$ cat src/rtl/serial_deserializer.sv
// rtl/serial_deserializer.sv - rebuilds WIDTH-bit words from a sel-indexed serial stream into a 2-entry output buffer
module serial_deserializer #(
    parameter  int WIDTH = 8,
    parameter  int CNT_W = 8,
    localparam int SEL_W = (WIDTH > 1) ? $clog2(WIDTH) : 1
) (
    input  logic             ck,
    input  logic             reset,
    input  logic             sin,
    input  logic             VO,
    input  logic [SEL_W-1:0] sel,
    output logic [WIDTH-1:0] dout,
    output logic             dout_valid,
    input  logic             dout_ready,
    output logic             err_seq,
    output logic             ovf,
    output logic [CNT_W-1:0] frame_cnt
);

    typedef enum logic {IDLE, RECV} state_t;

    state_t             state;
    logic [SEL_W-1:0]   exp_idx;
    logic [WIDTH-1:0]   shreg;
    logic [WIDTH-1:0]   slot;
    logic               slot_valid;

    logic               sel_ok;
    logic               last_bit;
    logic               word_done;
    logic               pop;
    logic               push_ok;
    logic [WIDTH-1:0]   bit_word;
    logic [WIDTH-1:0]   done_word;

    // exp_idx is always below WIDTH, so an out-of-range sel can never match
    always_comb begin
        sel_ok    = 1'b0;
        last_bit  = 1'b0;
        bit_word  = '0;
        done_word = '0;
        word_done = 1'b0;
        pop       = 1'b0;
        push_ok   = 1'b0;
        if (state == RECV) begin
            sel_ok = (sel == exp_idx);
        end else begin
            sel_ok = (sel == '0);
        end
        last_bit  = (sel == SEL_W'(WIDTH - 1));
        bit_word  = WIDTH'(sin) << sel;
        done_word = shreg | bit_word;
        word_done = VO && sel_ok && last_bit;
        pop       = dout_valid && dout_ready;
        push_ok   = word_done && (!slot_valid || pop);
    end

    always_ff @(posedge ck) begin
        if (!reset) begin
            state      <= IDLE;
            exp_idx    <= '0;
            shreg      <= '0;
            slot       <= '0;
            slot_valid <= 1'b0;
            dout       <= '0;
            dout_valid <= 1'b0;
            err_seq    <= 1'b0;
            ovf        <= 1'b0;
            frame_cnt  <= '0;
        end else begin
            err_seq <= 1'b0;

            if (VO) begin
                if (sel_ok) begin
                    if (last_bit) begin
                        state   <= IDLE;
                        exp_idx <= '0;
                        shreg   <= '0;
                    end else begin
                        state   <= RECV;
                        exp_idx <= exp_idx + SEL_W'(1);
                        shreg   <= done_word;
                    end
                end else begin
                    err_seq <= 1'b1;
                    // a stray sel=0 is taken as the start of a fresh word
                    if (sel == '0) begin
                        state   <= RECV;
                        exp_idx <= SEL_W'(1);
                        shreg   <= bit_word;
                    end else begin
                        state   <= IDLE;
                        exp_idx <= '0;
                        shreg   <= '0;
                    end
                end
            end

            // dout is the head entry, slot the second; a pop shifts slot forward
            if (pop) begin
                if (slot_valid) begin
                    dout <= slot;
                    if (push_ok) begin
                        slot <= done_word;
                    end else begin
                        slot_valid <= 1'b0;
                    end
                end else begin
                    if (push_ok) begin
                        dout <= done_word;
                    end else begin
                        dout_valid <= 1'b0;
                    end
                end
            end else if (word_done) begin
                if (!dout_valid) begin
                    dout       <= done_word;
                    dout_valid <= 1'b1;
                end else if (!slot_valid) begin
                    slot       <= done_word;
                    slot_valid <= 1'b1;
                end else begin
                    ovf <= 1'b1;
                end
            end

            if (push_ok) begin
                frame_cnt <= frame_cnt + CNT_W'(1);
            end
        end
    end

endmodule

$ cat config.mk
export PLATFORM = sky130hd
export DESIGN_NAME = serial_deserializer
export DESIGN_NICKNAME = d
export VERILOG_FILES = /design/src/rtl/serial_deserializer.sv
export SDC_FILE = /design/constraint.sdc
export NUM_CORES = 1
export LEC_CHECK = 0
export ABC_AREA = 1
export CORE_ASPECT_RATIO = 0.75
export CORE_MARGIN = 5
export CORE_UTILIZATION = 59
export CTS_CLUSTER_DIAMETER = 120
export DETAILED_ROUTE_END_ITERATION = 12
export HOLD_SLACK_MARGIN = 0.02
export PLACE_DENSITY = 0.94
export SLEW_MARGIN = 15
export SYNTH_ARGS = -nofsm -noshare
export SYNTH_HDL_FRONTEND = slang
export SYNTH_SLANG_ARGS = --single-unit
$ cat constraint.sdc
create_clock -name ck -period 3.56 [get_ports ck]
set_clock_uncertainty 0.05 [all_clocks]
set_input_delay 0.712 -clock ck [delete_from_list [all_inputs] [get_ports ck]]
set_output_delay 0.712 -clock ck [all_outputs]
set_load 0.03 [all_outputs]
==> results.md <==
Die:
- The area of the die is 4830 sq um.
- The die is 78.6 um wide.
- The height of the die is 61.5 um.
- 27 I/O pins were placed.
- The starting utilization of the core area is 62.1%.
- The floorplan has 18 rows.
- After floorplanning, the core was sized to cover 3360 sq um.

Timing:
- The total setup violations reported at the end of the flow is 0.
- The number of max-slew violations in the final report is 0.
- The worst path uses 66.3% of the clock period.
- The number of hold violations in the final report came to 0.
- For the final routed database, the setup TNS stands at 0 ns.
- For this run, the top clock speed supported by timing is 424 MHz.
- The worst path needs 2.36 ns of the cycle, external delays included.
- Setup repair after global routing left no endpoint under its margin.
- Final hold analysis gives a worst-case slack of 0.397 ns.
- The headroom to the max-slew limit is 57.2%.
- At the pin with the least slew margin, the transition time is 0.640 ns.

Clock network:
- The later pin in the worst-skew pair is clocked with a latency of 0.29 ns.
- The clock sink total is 40.
- The post-CTS setup repair buffer count is 0.
- The post-cts resize count is 0.
- Clock tree synthesis inserted a total of 5 buffers.
- The buffer type at the clock tree root is clkbuf_8.
- The clock tree from TritonCTS is yes.
- Clock-pin slew was measured on the worst setup and hold paths at 0.07 ns.
- The H-tree depth is 2.
- The number of hold buffers added after CTS is 0.
- The clock passes through at most 2 buffers.

Finish:
- The fraction of final layout cells with drive strength greater than 1 is 7.60%.
- The repair_antennas step left the layout with diodes totalling 0.
- Fill cells in the final layout number 286.
- The area used by sequential logic in the layout is 801 sq um.
- After the last flow step, the layout net total stands at 339.
- In the final layout, the multi-input gates occupy 1030 sq um.
- The area growth from synthesis to layout is 15.2%.

Critical path:
- The startpoint identified for the worst register-to-register timing path is dout_valid$_SDFFE_PN0P_.
- Counting cells, the worst reg-to-reg path comes to 7.
- The setup slack on the worst flop-to-flop path is 1.90 ns.
- The setup path with the least slack is of type in -> reg.
- The sort of element at the end of the critical path is a register.
- Data arrives at the worst endpoint at 2.54 ns.
- Traced cell by cell, the critical path runs through clkdlybuf4s50_1, inv_1, nand2_1, nand2_1, nor2_1, nand2_2, nand2_4, nand4_4, nand2_1, nand2_1, nor2_1.
- The reg-to-reg critical path endpoint is frame_cnt[6]$_SDFFE_PN0N_.
- For the worst setup path, the data required time is 3.74 ns.
- The slowest cell on the critical path is clkdlybuf4s50_1.
- The largest fanout on the critical path is 16.
- The most prevalent standard cell on the critical path is nand2_1.
- The launching element type of the critical path is a primary input.
- On the worst path, the slowest cell contributes a delay of 0.67 ns.

Hold path:
- The startpoint identified for the worst hold timing path is shreg[6]$_SDFFE_PN0P_.
- The endpoint of the worst hold-timing path is shreg[6]$_SDFFE_PN0P_.
- The worst hold path was traced through 2 stages.
- The class of the tightest hold or removal check is reg -> reg.

Placement:
- The routability congestion estimate is 0.847.
- The final HPWL from detailed placement is 3110 um.
- Input and output buffers added on the ports amount to 26.

Route:
- The length of the first detailed-routing pass in iterations is 4.
- The total length of routed wires is 4390 um.
- The initial detailed-routing violation count is 189.
- The via-per-instance ratio is 5.24.
- The residual DRC count is 0.
- The detail route stage leaves a number of antenna-violating nets equal to 0.
- The final routed wire length divided by cell count is 11.9 um.
- Summing over every cut layer, the via total after detailed routing is 1935.

Status:
- The flow ran to the end, and the final reports show no timing, DRC or antenna violations.

Global routing:
- The largest net degree at the start of global routing is 20.
- After global routing the overflow that remains totals 0.
- The first global-routing pass estimated 7670 um of wire.
- The via count of the first global-routing pass came to 1669.
- Global routing consumed, over all layers together, 20.2% of the routing resources.
- The initial antenna violation count was 0.

Job:
- Max-cap violations in this run came to 0.

Power and ir drop:
- The total power divided by cell area is 333 nW/um^2.
- The largest voltage drop on the vdd net is 0.000267 V.
- In this run the static leakage power is 0.00106 uW.

Logic synthesis:
- The sequential element share of the synthesized area is 38.4%.
- After synthesis the cells add up to 2080 sq um.
- The distinct cell type count of the synthesized netlist is 26.
- Counting flops and latches in the post-synthesis netlist gives 40.
- When the netlist entered floorplanning its net count stood at 313.
- After synthesis, the mean cell area works out to 6.88 sq um.
- The synthesis warning total is 0.
- The number of instances in the synthesized netlist is 303.
==> cells in the mapped netlist, drive strengths merged <==
cell type / n / area (sq um)
a21oi: 28 / 163
buf: 6 / 68.8
clkbuf: 4 / 25.0
clkinv: 1 / 3.75
dfxtp: 40 / 801
ha: 2 / 25.0
inv: 40 / 150
nand2: 85 / 349
nand3: 20 / 100
nand4: 9 / 71.3
nor2: 39 / 154
nor3: 3 / 20.0
o21ai: 19 / 95.1
o21bai: 1 / 7.51
or3: 1 / 6.26
xor2: 5 / 43.8
==> placed cells by master (no fill, tap or decap), drive strengths merged <==
cell and n:
nor3 3, clkdlybuf4s50 26, buf 3, ha 2, clkinv 2, clkbuf 6
dfxtp 40, nor2 39, nand2 85, o21ai 19, a21oi 28, o21bai 1
nand4 9, or3 1, nand3 20, inv 40, xor2 5
==> sequential cells by signal (all words and copies together) (netlist names) <==
signal and count:
exp_idx 3, dout_valid 1, state 1, slot_valid 1
err_seq 1, shreg 8, ovf 1, frame_cnt 8
dout 8, slot 8
==> cell families (layout without fill, tap and decap cells) <==
family	after synthesis	count (layout)	synth area share, %
AOI/OAI and AO/OA	48	48	12.7
xor gates and xnor gates	5	5	2.10
adders and majority gates	2	2	1.20
buffers and inverters	51	77	11.9
and+or+nand+nor	157	157	33.6
DFF	40	40	38.4
==> worst max-delay path, delay by kind of cell <==
kind                   cells  cell delay, ns
buffers and inverters      2            0.79
AND/OR/NAND/NOR            9            1.04
==> power breakdown <==
group / internal [uW] / switching, uW / total (uW)
sequential: 451 / 1.95 / 453
clock: 133 / 151 / 284
combinational: 21.6 / 41.3 / 62.9
total: 605 / 194 / 800
==> worst max-delay path by stage <==
stage	startpoint	end	slack, ns	cells after the start
global placement	VO	frame_cnt[4]$_SDFFE_PN0N_	0.97	6
finish	sel[1]	slot[5]$_SDFFE_PN0P_	1.20	11
global route	sel[1]	dout[1]$_SDFFE_PN0P_	1.04	12
CTS	sel[1]	slot[5]$_SDFFE_PN0P_	1.22	11
floorplan	sel[1]	dout[5]$_SDFFE_PN0P_	1.63	10
detailed placement	sel[1]	dout[3]$_SDFFE_PN0P_	0.92	12
==> stage by stage <==
stage	total power, uW	cell area (sq um)	std cells	worst slack, ns	util [%]
after floorplan	507	2080	303	1.63	-
after global placement	524	2320	362	0.974	69.2
after detailed placement	525	2320	362	0.918	69.2
after CTS	802	2400	369	1.22	71.5
after global routing	832	2400	369	1.04	71.5
final	800	2400	369	1.20	71.5
==> per-layer routing <==
| layer | vias up | global-route usage (%) | wire, um | part of all wire [%] |
|---|---|---|---|---|
| met1 | 870 | 27.3 | 2120 | 48 |
| met2 | 56 | 32.0 | 1940 | 44 |
| li1 | 1006 | - | - | - |
| met4 | 0 | 6.98 | 21 | 0.48 |
| met3 | 3 | 4.97 | 308 | 7.0 |
| met5 | - | 0 | 0 | 0 |
==> cell type report <==
cell class / instances / share of cell area [%]
clock inverter: 1 / 0.209
timing repair buffer: 29 / 11.8
tap: 40 / 2.09
multi-input combinational: 212 / 43.1
sequential: 40 / 33.4
inverter: 41 / 6.41
clock buffer: 6 / 3.02
(Power assumes the default switching activity.)
